--- config.mk ---
export PLATFORM = sky130hd
export DESIGN_NAME = div16u8_seq
export DESIGN_NICKNAME = d
export VERILOG_FILES = /design/src/rtl/div_pkg.sv /design/src/rtl/div_step.sv /design/src/rtl/div16u8_seq.sv
export SDC_FILE = /design/constraint.sdc
export NUM_CORES = 1
export LEC_CHECK = 0
export BUFFER_PORTS_ARGS = -buffer_cell sky130_fd_sc_hd__clkbuf_2
export CORE_ASPECT_RATIO = 0.7
export CORE_MARGIN = 1.5
export CORE_UTILIZATION = 61
export DETAILED_ROUTE_END_ITERATION = 10
export MAX_ROUTING_LAYER = met4
export PLACE_DENSITY = 0.84
export SLEW_MARGIN = 20
export SYNTH_ARGS = -nofsm -noshare
export SYNTH_HDL_FRONTEND = slang
export SYNTH_HIERARCHICAL = 1
export SYNTH_SLANG_ARGS = --single-unit
--- constraint.sdc ---
create_clock -name clk -period 4.1 [get_ports clk]
set_input_delay 0.82 -clock clk [delete_from_list [all_inputs] [get_ports clk]]
set_output_delay 0.82 -clock clk [all_outputs]
set_load 0.005 [all_outputs]
--- src/rtl/div_pkg.sv ---
// ============================================================================
// Module : div_pkg
// Shared types and sizes for the div16u8_seq sequential divider.
// Rev    : 1.0  initial release
// ============================================================================
`default_nettype none

package div_pkg;
  localparam int DW         = 16;
  localparam int VW         = 8;
  localparam int ITER_EXACT = 16;
  localparam int CW         = 5;

  typedef enum logic [1:0] {
    IDLE = 2'd0,
    BUSY = 2'd1,
    DONE = 2'd2
  } state_t;
endpackage

`default_nettype wire

--- src/rtl/div_step.sv ---
// ============================================================================
// Module : div_step
// One combinational restoring-division step: shift in a dividend bit,
// trial-subtract the divisor, keep the difference if it did not borrow.
// Rev    : 1.0  initial release
// ============================================================================
`default_nettype none

module div_step
  import div_pkg::*;
(
  input  logic [VW-1:0] i_rem,
  input  logic          i_bit,
  input  logic [VW-1:0] i_b,
  output logic [VW-1:0] o_rem,
  output logic          o_q
);

  logic [VW:0] w_rem9;
  logic [VW:0] w_diff;

  // rem < B keeps rem9 < 2*B, so bit VW of the difference is exactly the borrow
  always_comb begin
    w_rem9 = {i_rem, i_bit};
    w_diff = w_rem9 - {1'b0, i_b};
    o_q    = ~w_diff[VW];
    o_rem  = o_q ? w_diff[VW-1:0] : w_rem9[VW-1:0];
  end

endmodule

`default_nettype wire

--- src/rtl/div16u8_seq.sv ---
// ============================================================================
// Module : div16u8_seq
// Sequential restoring 16/8 unsigned divider with valid/ready handshakes.
// Build macro DIV_APPROX_EN skips the APPROX_DROP lowest quotient iterations.
// Rev    : 1.0  initial release
// ============================================================================
`default_nettype none

module div16u8_seq
  import div_pkg::*;
#(
  parameter int APPROX_DROP = 2
) (
  input  logic          clk,
  input  logic          rst_n,
  input  logic          in_valid,
  output logic          in_ready,
  input  logic [DW-1:0] A,
  input  logic [VW-1:0] B,
  output logic          out_valid,
  input  logic          out_ready,
  output logic [DW-1:0] Q,
  output logic [VW-1:0] R,
  output logic          DZ
);

`ifdef DIV_APPROX_EN
  localparam int c_drop = APPROX_DROP;
`else
  localparam int c_drop = APPROX_DROP * 0;
`endif
  localparam int c_iter = ITER_EXACT - c_drop;

  state_t        r_state;
  state_t        w_state_next;
  logic [CW-1:0] r_cnt;
  logic [DW-1:0] r_dividend;
  logic [DW-1:0] r_quo;
  logic [VW-1:0] r_rem;
  logic [VW-1:0] r_b;
  logic [VW-1:0] w_rem_next;
  logic          w_qbit;
  logic [DW-1:0] w_quo_next;

  div_step u_step (
    .i_rem (r_rem),
    .i_bit (r_dividend[DW-1]),
    .i_b   (r_b),
    .o_rem (w_rem_next),
    .o_q   (w_qbit)
  );

  assign w_quo_next = {r_quo[DW-2:0], w_qbit};

  always_ff @(posedge clk or negedge rst_n) begin
    if (!rst_n) begin
      r_state <= IDLE;
    end else begin
      r_state <= w_state_next;
    end
  end

  always_comb begin
    w_state_next = r_state;
    case (r_state)
      IDLE:    if (in_valid) w_state_next = (B == '0) ? DONE : BUSY;
      BUSY:    if (r_cnt == CW'(1)) w_state_next = DONE;
      DONE:    if (out_ready) w_state_next = IDLE;
      default: w_state_next = IDLE;
    endcase
  end

  always_comb begin
    in_ready  = (r_state == IDLE);
    out_valid = (r_state == DONE);
  end

  // Result registers are written only on the edge that enters DONE
  always_ff @(posedge clk or negedge rst_n) begin
    if (!rst_n) begin
      r_cnt      <= '0;
      r_dividend <= '0;
      r_quo      <= '0;
      r_rem      <= '0;
      r_b        <= '0;
      Q          <= '0;
      R          <= '0;
      DZ         <= 1'b0;
    end else begin
      case (r_state)
        IDLE: begin
          if (in_valid) begin
            r_dividend <= A;
            r_b        <= B;
            r_rem      <= '0;
            r_quo      <= '0;
            r_cnt      <= CW'(c_iter);
            if (B == '0) begin
              Q  <= '1;
              R  <= A[VW-1:0];
              DZ <= 1'b1;
            end
          end
        end
        BUSY: begin
          r_dividend <= {r_dividend[DW-2:0], 1'b0};
          r_rem      <= w_rem_next;
          r_quo      <= w_quo_next;
          r_cnt      <= r_cnt - CW'(1);
          if (r_cnt == CW'(1)) begin
`ifdef DIV_APPROX_EN
            Q <= w_quo_next << c_drop;
            R <= '0;
`else
            Q <= w_quo_next;
            R <= w_rem_next;
`endif
            DZ <= 1'b0;
          end
        end
        default: ;
      endcase
    end
  end

endmodule

`default_nettype wire

======== Yosys cells after proc, flatten, opt, wreduce, memory -nomap -nowiden ========
Cells that the tools add are included.
W data, S select, Z words.
cells by class
  bitwise operators ....................... 1
  muxes and demuxes ....................... 26
  reductions and logical operators ........ 7
  add/sub/neg operators ................... 2
  equal/unequal tests ..................... 7
operators by type and width
  operator               count
  $mux W16               4
  $pmux W16 S2           2
  $mux W8                5
  $pmux W8 S2            2
  $pmux W15 S2           1
  $mux W15               1
  $pmux W5 S2            1
  $sub A9 B8 Y9          1
  $logic_not A8 Y1       1
  $mux W2                4
  $pmux W2 S3            1
  $eq A5 B1 Y1 const B   1
  $mux W5                1
  $sub A5 B1 Y5 const B  1
  $ne A2 B1 Y1 const B   2
  $ne A2 B2 Y1 const B   2
  $reduce_and A2 Y1      2
  $reduce_and A4 Y1      1
  $mux W1                3
  $reduce_and A3 Y1      1
  $eq A2 B1 Y1 const B   1
  $eq A2 B2 Y1 const B   1
  $logic_not A2 Y1       1
  $pmux W1 S2            1
  2 further kinds        2
word-level totals
  register bits after elaboration ......... 79
  word-level logic and storage cells ...... 52
  output and inout port bits .............. 27
  input port bits ......................... 28

======== Longest topological paths before layout ========
Gate-level depths: netlist of run 1.
  depth in word-level cells ............... 4
  gate-level depth with buffers ........... 11
  gate-level depth less buffers ........... 11

======== Modules after synthesis ========
The synthesis of run 1 kept the hierarchy.
modules (own cells, without submodules)
  module       instances  area an instance (um^2)  cells an instance  sequential area each (um^2)
  div16u8_seq  1          3290.7                   343                1976.9
  div_step     1          485.5                    58                 0.0

======== Worst setup path after synthesis of run 1 ========
OpenSTA, ideal clock, no wires.
  path kind ............................... flip-flop to flip-flop
  start point ............................. reg r_dividend[15]
  end point ............................... reg R[1]
  buffers on the path ..................... 0
  arrival ................................. 2330 ps
  stages on the path, launching flop included .. 12
  slack ................................... 1635 ps
  library setup time ...................... 135 ps
  cells stage by stage .................... dfrtp_1 inv_1 ha_1 inv_1 fa_1 a21o_1 a21oi_2 o31ai_4 xor2_4 mux2_2 mux2i_1 o21ai_0
between the ends
  cells in the longest elaborated chain, start to end .. 4
RTL lines
  item                     RTL line            text
  start, declared          div16u8_seq.sv:37   logic [DW-1:0] r_dividend;
  start signal, assigned   div16u8_seq.sv:106  r_dividend <= {r_dividend[DW-2:0], 1'b0};
  $sub A9 B8 Y9            div_step.sv:25      w_diff = w_rem9 - {1'b0, i_b};
  $mux W8                  div_step.sv:27      o_rem = o_q ? w_diff[VW-1:0] : w_rem9[VW-1:0];
  named net w_rem_next[1]  div16u8_seq.sv:41   logic [VW-1:0] w_rem_next;
  $mux W8                  div16u8_seq.sv:110  if (r_cnt == CW'(1)) begin
  $pmux W8 S2              div16u8_seq.sv:90   case (r_state)
  end signal, assigned     div16u8_seq.sv:100  R <= A[VW-1:0];
  end signal, assigned     div16u8_seq.sv:116  R <= w_rem_next;
  end, declared            div16u8_seq.sv:23   output logic [VW-1:0] R,
The timed path passes the listed nets, and every way through them passes these cells. The select of a mux whose other input is x is not followed.
A chain may end at the register's enable or synchronous reset.

======== Worst setup path in the final report of run 1 ========
  start point ............................. reg r_dividend[15]
  end point ............................... reg R[5]
The elaborated chain is that of the path after synthesis.

==> results of run 1 <==
==> critical path: cells and delay by family (launching register included) <==
kind	cells	cell delay (ns)
flip-flops	1	0.39
AO/OA/AOI/OAI	4	0.64
adder cells (fa/ha/maj)	2	0.57
XOR/XNOR	1	0.35
buffers and inverters	2	0.14
multiplexers	2	0.56
==> per-stage QoR <==
stage	worst slack, ns	hold slack [ns]	cell area [sq um]	power, mW	std cells
finish	1.316	0.3195	4324	3.998	531
global route	1.140	0.3276	4324	4.309	531
CTS	1.325	0.4829	4297	3.975	530
detailed placement	1.362	0.4635	4094	3.367	514
global placement	1.429	0.4582	4094	3.255	514
floorplan	1.635	0.4457	3776	2.836	401
==> synth_stat cells (2+ instances only) <==
library cell	number
a21oi_1	20
o21ai_1	5
nand2_1	92
nor2_1	46
nand2b_1	5
xor2_1	3
inv_1	12
a22oi_1	7
buf_6	2
mux2_2	7
or4_1	3
a22o_1	8
buf_2	3
nand3_1	27
o21ai_0	11
xnor2_1	3
ha_1	10
buf_1	3
dfrtp_1	79
a31oi_1	9
clkbuf_1	14
a21oi_2	2
mux2i_1	9
o21a_1	2
==> state kept, by name, summed over array words and instances, names as in the netlist <==
name and cells:
r_quo 15, r_dividend 16, Q 16, DZ 1, r_b 8, r_cnt 5, R 8, r_rem 8
r_state 2
==> metal layers <==
layer / vias to the layer above / routed length [um] / track usage
li1: 1465 / - / -
met1: 1495 / 3869 / 0.3901
met2: 114 / 3983 / 0.4441
met3: 14 / 639 / 0.06956
met4: 0 / 137 / 0.09964
met5: - / 0 / -
==> report_power, final <==
group / switching (mW) / internal [mW] / leakage (nW)
sequential: 0.256 / 1.14 / 0.952
combinational: 1.10 / 0.907 / 1.14
clock: 0.312 / 0.287 / 0.0929
==> final timing paths <==
| path | from | end | slack [ns] |
|---|---|---|---|
| worst max-delay path | r_dividend[15]$_DFFE_PN0P_ | R[5]$_DFFE_PN0P_ | 1.32 |
| worst min-delay path | rst_n | r_b[2]$_DFFE_PN0P_ | 0.32 |
| worst max register to register | r_dividend[15]$_DFFE_PN0P_ | R[5]$_DFFE_PN0P_ | 1.32 |
| worst min register to register | r_b[3]$_DFFE_PN0P_ | r_b[3]$_DFFE_PN0P_ | 0.48 |
| max in group asynchronous | rst_n | R[5]$_DFFE_PN0P_ | 3.20 |
| min in group clk | r_b[3]$_DFFE_PN0P_ | r_b[3]$_DFFE_PN0P_ | 0.48 |
==> cells by family after synthesis <==
| logic type | after synthesis |
|---|---|
| muxes | 17 |
| adders and majority gates | 11 |
| and+or+nand+nor | 183 |
| AOI/OAI and AO/OA | 70 |
| DFF | 79 |
| buffers and inverters | 34 |
| xor gates and xnor gates | 7 |
==> layout make-up <==
class	instances	area, sq um
repair buffers	61	345.3
inverters	12	45.04
clock buffers	9	123.9
clock inverters	7	78.83
fillers	429	1518
flip-flops and latches	79	1977
well taps	75	93.84
multi-input cells	288	1660
==> results.cfg, run 1 <==
[route]
wl_per_cell_um = 16.25
dr.pass1.iters = 5
drt_wl_total_mm = 8.629
vias_per_cell = 5.815
route.vias.total = 3088
drc = 0
drtIter0Drc = 215
ant_nets = 0

[sta]
slew_violations = 0
post-route-period-util = 0.6790
setup_tns_ns = 0
finalHoldViolCount = 0
worstMarginPinSlew_ns = 0.7524
skew_ns = 0.009922
rsz0062_at_grt = no
slew_headroom = 0.4913
max_freq_mhz = 359.2
finalSetupViolCount = 0
min_period_ns = 2.784

[yosys]
synth_fa_ha_area_frac = 0.03844
yosysTopAreaCell = dfrtp_1
synthArstFlopShare = 1.000
avgSynthCellArea_sq_um = 9.417
yosys-mux-area-fraction = 0.04771
synthDominantCellAreaShare = 0.5235
ys_warn_count = 6
ys_ff_latch = 79
synth.distinct_cells = 43
synth-xor-area-share = 0.02121
seq_area_frac_synth = 0.5235
synth_compound_area_frac = 0.1193
synthesis.area_sq_um = 3776
synth_edf_count = 0
synthSimpleGateAreaFrac = 0.2111
synth_top_family_by_area = simple AND/OR/NAND/NOR gates
syn-num-nets = 440
synth_ff_type = dfrtp_1
syn_inst = 401
synth.area.top_cells = dfrtp_1 52%, nand2_1 9.1%, nor2_1 4.6%

[finish]
final_common_cell = nand2_1
final_core_util = 0.7402
antennaDiodeCount = 0
drive_above_1_share = 0.2039
area_growth_syn_to_layout_pct = 14.51
layout.nets = 490
most-common-layout-cells = 92 x nand2_1, 79 x dfrtp_1, 53 x clkbuf_2

[setup_path]
cp_cell_sequence = inv_1 -> ha_1 -> inv_1 -> fa_1 -> a21o_1 -> a21oi_2 -> o31ai_4 -> xor2_4 -> mux2_2 -> mux2i_1 -> o21ai_1
r2r_cells = 11
crit_required_ns = 4.32
start_kind = flip-flop
crit_path_top_delay_cell = fa_1
worstPathMaxFanout = 10
max_stage_delay_ns = 0.41
arrival_ns = 3.01
cpMostUsedCell = inv_1
crit_type = flip-flop to flip-flop
endpoint_kind = flip-flop

[die]
io_pins = 55
die-height_um = 68.83
dieArea_sq_um = 6679
die_width_um = 97.04
initial_core_util = 0.6464
row_count = 23
fp.coreArea_sq_um = 5842

[global_routing]
globalRouteOverflowTotal = 0
grt_pass1_vias = 2880
antenna_found_initial = 0
gr-usage-all-layers = 0.2909
grt_pass1_wl_mm = 14.29
grt_start_max_net_pins = 80

[status]
status = finished clean

[cts]
cts.repair.resized = 0
cts_tree = yes
clockBufferDepth = 2
numCtsBuffers = 9
cts_setup_buffers = 0
ctsRootBufferMaster = clkbuf_8
numClockSinks = 79
clock_latency_ns = 0.37
cts.clk_slew.worst_paths_ns = 0.08
cts_hold_buf = 0
htreeDepth = 3

[placement]
globalplace.congestion = 0.8379
portBuffers = 54
dp.final_hpwl_mm = 5.757

[pwr]
peakVddDrop_v = 0.0005113
power_density_nw_per_um2 = 924.6
p_leak_nw = 2.180

[flow_run]
drv_cap = 0

[worst_hold_path]
worstHoldPathType = input port to asynchronous set/reset pin
Power figures use the tool's default switching activity.
==> run 2, diff against run 1 <==
- ABC_AREA: unset -> 1
- CORE_UTILIZATION: 61 -> 57
- PLACE_DENSITY: 0.84 -> 0.79
- clock period: 4.1 -> 2.8 ns (I/O delays scaled with it)
==> run 2 against run 1 <==
Utilization decreased by 7.1 points. Combinational power rose by 38%. Routed wire length up 3.9%. Clock skew is 0.0012 ns lower. Global-route usage is 2.1 points lower. Total power is 38% higher. Die area increased by 13%. Cell area grew 5.0%. Fmax grew 21%. Critical path type unchanged. Highest routed layer unchanged.
==> results.cfg, run 2 <==
[finish]
layout.nets = 572
most-common-layout-cells = 163 x nand2_1, 79 x dfrtp_1, 59 x inv_1
area_growth_syn_to_layout_pct = 13.12
drive_above_1_share = 0.1881
largest_registers = Q: 16 flops, r_dividend: 16 flops, r_quo: 15 flops
antennaDiodeCount = 0
final_common_cell = nand2_1

[setup_path]
start_kind = flip-flop
endpoint_kind = flip-flop
max_stage_delay_ns = 0.41
cpMostUsedCell = nand2_1
worstPathMaxFanout = 9
crit_path_top_delay_cell = dfrtp_1
r2r-start = r_dividend[15]$_DFFE_PN0P_
arrival_ns = 2.58
crit_type = flip-flop to flip-flop
cp_cell_sequence = inv_1 -> ha_1 -> inv_1 -> fa_1 -> nand2_1 -> nand2_1 -> nand3_2 -> nand3_4 -> nand2_8 -> nand2_2 -> nand2_1 -> inv_1 -> o21ai_0 -> nand3_1 -> nand2_1
crit_required_ns = 3.08
crit_start = r_dividend[15]$_DFFE_PN0P_

[yosys]
synthDominantCellAreaShare = 0.4924
synth.area.top_cells = dfrtp_1 49%, nand2_1 15%, inv_1 5.5%
synth_edf_count = 0
synthesis.area_sq_um = 4015
synth_ff_type = dfrtp_1
synth_most_common_cell = nand2_1
synth_top_family_by_area = simple AND/OR/NAND/NOR gates
avgSynthCellArea_sq_um = 8.313
synth.distinct_cells = 37
seq_area_frac_synth = 0.4924
synthSimpleGateAreaFrac = 0.2655
synth_fa_ha_area_frac = 0.03615
yosysTopAreaCell = dfrtp_1
synth-xor-area-share = 0.006544
synth_compound_area_frac = 0.09131
ys_top_cells_by_count = 163 x nand2_1, 79 x dfrtp_1, 59 x inv_1, 42 x nand3_1, 23 x o21ai_0
syn_inst = 483
synthArstFlopShare = 1.000
syn-num-nets = 522
ys_warn_count = 6
yosys-mux-area-fraction = 0.02244
ys_ff_latch = 79

[cts]
cts_hold_buf = 0
clockBufferDepth = 2
ctsRootBufferMaster = clkbuf_8
htreeDepth = 3
cts.repair.resized = 0
cts_tree = yes
numClockSinks = 79
numCtsBuffers = 9
cts_setup_buffers = 0
clock_latency_ns = 0.34
cts.clk_slew.worst_paths_ns = 0.08

[pwr]
peakVddDrop_v = 0.001205
p_leak_nw = 2.396
power_density_nw_per_um2 = 1214

[sta]
max_freq_mhz = 435.0
worstMarginPinSlew_ns = 0.7549
rsz0062_at_grt = no
finalHoldViolCount = 0
slew_violations = 0
setup_tns_ns = 0
slew_headroom = 0.4962
holdWs_ns = 0.1831
post-route-period-util = 0.8209
finalSetupViolCount = 0
skew_ns = 0.008692
min_period_ns = 2.299

[route]
vias_per_cell = 5.379
drtIter0Drc = 246
drt_wl_total_mm = 8.963
drc = 0
route.vias.total = 3394
wl_per_cell_um = 14.20
ant_nets = 0
dr.pass1.iters = 4

[die]
die_width_um = 103.3
initial_core_util = 0.5915
dieArea_sq_um = 7565
io_pins = 55
fp.coreArea_sq_um = 6788
die-height_um = 73.22
row_count = 25

[global_routing]
grt_pass1_wl_mm = 14.91
globalRouteOverflowTotal = 0
gr-usage-all-layers = 0.2697
grt_start_max_net_pins = 51
grt_pass1_vias = 3185
antenna_found_initial = 0

[placement]
globalplace.congestion = 0.9600
dp.final_hpwl_mm = 6.234
portBuffers = 54

[flow_run]
drv_cap = 0

[worst_hold_path]
worstHoldPathType = input port to asynchronous set/reset pin

[status]
status = finished clean
==> run 2: critical path, delay by kind of cell, from the launching register on <==
| family | cells | cell delay [ns] |
|---|---|---|
| AND/OR/NAND/NOR | 9 | 0.91 |
| adder cells (fa/ha/maj) | 2 | 0.53 |
| flip-flops | 1 | 0.41 |
| buffers and inverters | 3 | 0.21 |
| AO/OA/AOI/OAI | 1 | 0.17 |
==> run 2: kinds of logic after synthesis <==
family | count (synthesis)
DFF | 79
adders and majority gates | 11
AOI/OAI and AO/OA | 58
muxes | 8
and+or+nand+nor | 243
buffers and inverters | 81
xor gates and xnor gates | 3
==> run 2: report_power, final <==
| group | leakage, nW | switching [mW] | internal (mW) | total, mW |
|---|---|---|---|---|
| logic | 1.31 | 1.77 | 0.997 | 2.77 |
| clock network | 0.0985 | 0.389 | 0.455 | 0.843 |
| registers | 0.990 | 0.288 | 1.61 | 1.90 |
| total | 2.40 | 2.45 | 3.06 | 5.51 |
==> run 2: final timing paths <==
check / endpoint / slack (ns) / depth (start not counted)
max in group asynchronous: r_rem[2]$_DFFE_PN0P_ / 2.02 / 2
hold reg to reg: Q[6]$_DFFE_PN0P_ / 0.48 / 2
setup reg to reg: R[1]$_DFFE_PN0P_ / 0.50 / 15
min in group clk: r_b[7]$_DFFE_PN0P_ / 0.47 / 2
hold / removal: r_dividend[3]$_DFFE_PN0P_ / 0.18 / 1
setup / recovery: R[1]$_DFFE_PN0P_ / 0.50 / 15
==> run 2: cell type report <==
cell class              instances  area (sq um)
flip-flops and latches         79          1977
well taps                      94         117.6
inverters                      61         229.0
clock inverters                 3         42.54
fillers                       579          2246
clock buffers                  12         155.1
multi-input cells             323          1698
repair buffers                 59         322.8
==> run 2: stage by stage <==
stage | worst slack [ns] | area [sq um] | utilization | power [mW] | instances
finish | 0.5014 | 4542 | 0.6691 | 5.512 | 631
global route | 0.3361 | 4542 | 0.6691 | 6.009 | 631
CTS | 0.5254 | 4542 | 0.6691 | 5.518 | 631
detailed placement | 0.5432 | 4344 | 0.6400 | 4.647 | 616
global placement | 0.6245 | 4344 | 0.6400 | 4.527 | 616
floorplan | 0.8194 | 4015 | - | 3.928 | 483
==> run 2: routing by layer <==
metal	wire length, um	global-route usage
met3	584	0.05556
met5	0	-
met1	4115	0.3646
met4	212	0.1096
met2	4050	0.4006
==> run 3, diff against run 2 <==
- ABC_AREA: 1 -> 0
- PLACE_DENSITY: 0.79 -> 0.8
- clock period: 2.8 -> 2.3 ns (I/O delays scaled with it)
==> run 3 against run 2 <==
The run now ends with negative setup slack left. Hold slack lost 0.084 ns. Count of clock-buffer cells in the layout shrank 1. Worst setup slack lost 0.69 ns. Largest power group unchanged. Non-clock buffer count is 24 higher. Clock power rose by 38%. Routed wire length is 1.8% higher. Critical path depth shrank 3.
==> results.cfg, run 3 (synthesis results as in run 1) <==
[status]
status = complete, but fails checks
violations = negative setup slack

[route]
drc = 0
vias_per_cell = 5.772
dr.pass1.iters = 5
wl_per_cell_um = 16.41
route.vias.total = 3209
ant_nets = 0
drtIter0Drc = 213
drt_wl_total_mm = 9.125

[finish]
layout.nets = 512
area_growth_syn_to_layout_pct = 21.47
nFillCells = 461
ff_latch_area_sq_um = 1977
multi_input_area_sq_um = 1710
drive_above_1_share = 0.2531
final_common_cell = nand2_1
largest_registers = Q: 16 flops, r_dividend: 16 flops, r_quo: 15 flops
most-common-layout-cells = 92 x nand2_1, 79 x dfrtp_1, 53 x clkbuf_2
stdcell_count = 556
finish.instance_area_sq_um = 4587
antennaDiodeCount = 0
final_core_util = 0.7274

[cts]
clock_latency_ns = 0.36
clockBufferDepth = 2
cts_tree = yes
cts_hold_buf = 0
numClockSinks = 79
numCtsBuffers = 9
ctsRootBufferMaster = clkbuf_8
cts.clk_slew.worst_paths_ns = 0.08
htreeDepth = 3

[setup_path]
r2r_cells = 12
critical_path_buf_inv_count = 3
crit_path_top_delay_cell = dfrtp_1
cpMostUsedCell = inv_2
endpoint_kind = flip-flop
max_stage_delay_ns = 0.40
r2r_slack_ns = -0.19
arrival_ns = 2.72
r2r-start = r_dividend[15]$_DFFE_PN0P_
crit_type = flip-flop to flip-flop
worstReg2RegEnd = R[7]$_DFFE_PN0P_
cp_cell_sequence = inv_2 -> ha_4 -> inv_2 -> fa_2 -> a21o_1 -> a21oi_4 -> o31ai_4 -> xor2_4 -> clkbuf_16 -> mux2_4 -> mux2i_1 -> o21ai_1
crit_required_ns = 2.54
crit_family = compound AO/OA/AOI/OAI gates
start_kind = flip-flop
worstPathMaxFanout = 5

[die]
die_width_um = 100.3
row_count = 24
die-height_um = 71.10
io_pins = 55
fp.coreArea_sq_um = 6306
initial_core_util = 0.5988
dieArea_sq_um = 7129

[placement]
dp.final_hpwl_mm = 6.194
globalplace.congestion = 0.9226
portBuffers = 54
dp.cells = 535
placed_area_sq_um = 4292

[pwr]
peakVddDrop_v = 0.0007688
power_density_nw_per_um2 = 1808
p_leak_nw = 2.335

[sta]
worstMarginPinSlew_ns = 0.8005
min_period_ns = 2.487
skew_ns = 0.009923
setup_ws_ns = -0.1869
slew_headroom = 0.4658
post-route-period-util = 1.081
max_freq_mhz = 402.1
finalSetupViolCount = 16
finalHoldViolCount = 0
rsz0062_at_grt = yes
slew_violations = 0
holdWs_ns = 0.09876

[global_routing]
grt_start_max_net_pins = 48
antenna_found_initial = 0
globalRouteOverflowTotal = 0
grt_pass1_wl_mm = 14.43
grt_pass1_vias = 2954
gr-usage-all-layers = 0.2772

[flow_run]
drv_cap = 0

[worst_hold_path]
worstHoldPathType = input port to asynchronous set/reset pin
==> run 3: changes by cell type in the layout (fill, tap and decap cells not counted), sizes merged, moves of 7 or more <==
cell,previous run,this run
inv,61,13
nand2,171,92
mux2i,0,9
a22o,0,8
nor2,19,46
o22ai,17,1
a21oi,4,22
buf,6,29
a31oi,1,9
a22oi,0,7
nand3,44,27
o21ai,24,16
==> run 3: layer usage <==
metal	GRT usage	part of all wire
met5	-	0
met4	0.08451	0.016
met3	0.06324	0.068
met2	0.3991	0.45
met1	0.3944	0.46
==> run 3: stage by stage <==
| step | power [mW] | worst slack, ns | TNS (ns) |
|---|---|---|---|
| 6_report | 8.292 | -0.1869 | -2.397 |
| 5_1_grt | 8.793 | -0.2561 | -3.389 |
| 4_1_cts | 8.003 | -0.1866 | -2.410 |
| 3_5_place_dp | 6.720 | -0.1880 | -2.174 |
| 3_3_place_gp | 6.492 | -0.1046 | -1.293 |
| 2_1_floorplan | 5.312 | -0.1273 | -1.767 |
==> run 3: area by class of cell <==
cell class	count	area share
tap	78	0.02128
inverter	12	0.009820
clock buffer	11	0.03082
multi-input combinational	288	0.3729
timing repair buffer	83	0.1170
sequential	79	0.4310
clock inverter	5	0.01718
==> run 3: worst max path at each step <==
stage	startpoint	end	slack, ns	cells after the start
CTS	r_dividend[15]$_DFFE_PN0P_	R[1]$_DFFE_PN0P_	-0.19	12
detailed placement	r_dividend[15]$_DFFE_PN0P_	R[1]$_DFFE_PN0P_	-0.19	12
global placement	r_dividend[15]$_DFFE_PN0P_	R[1]$_DFFE_PN0P_	-0.10	12
global route	r_dividend[15]$_DFFE_PN0P_	R[1]$_DFFE_PN0P_	-0.26	12
floorplan	r_dividend[15]$_DFFE_PN0P_	R[1]$_DFFE_PN0P_	-0.13	11
finish	r_dividend[15]$_DFFE_PN0P_	R[7]$_DFFE_PN0P_	-0.19	12
==> run 3: power breakdown <==
group / internal, mW / switching, mW / total, mW
sequential: 2.03 / 0.474 / 2.50
clock: 0.642 / 0.514 / 1.16
combinational: 2.38 / 2.25 / 4.63
total: 5.05 / 3.24 / 8.29
==> run 3: what timing repair did <==
action / CTS / global route
buffers inserted: 2 / 2
endpoints found under the hold margin: 0 / 0
setup endpoints to repair: 16 / 16
resized for setup: 2 / 5
pin swaps: 0 / 5
gates cloned: 0 / 1
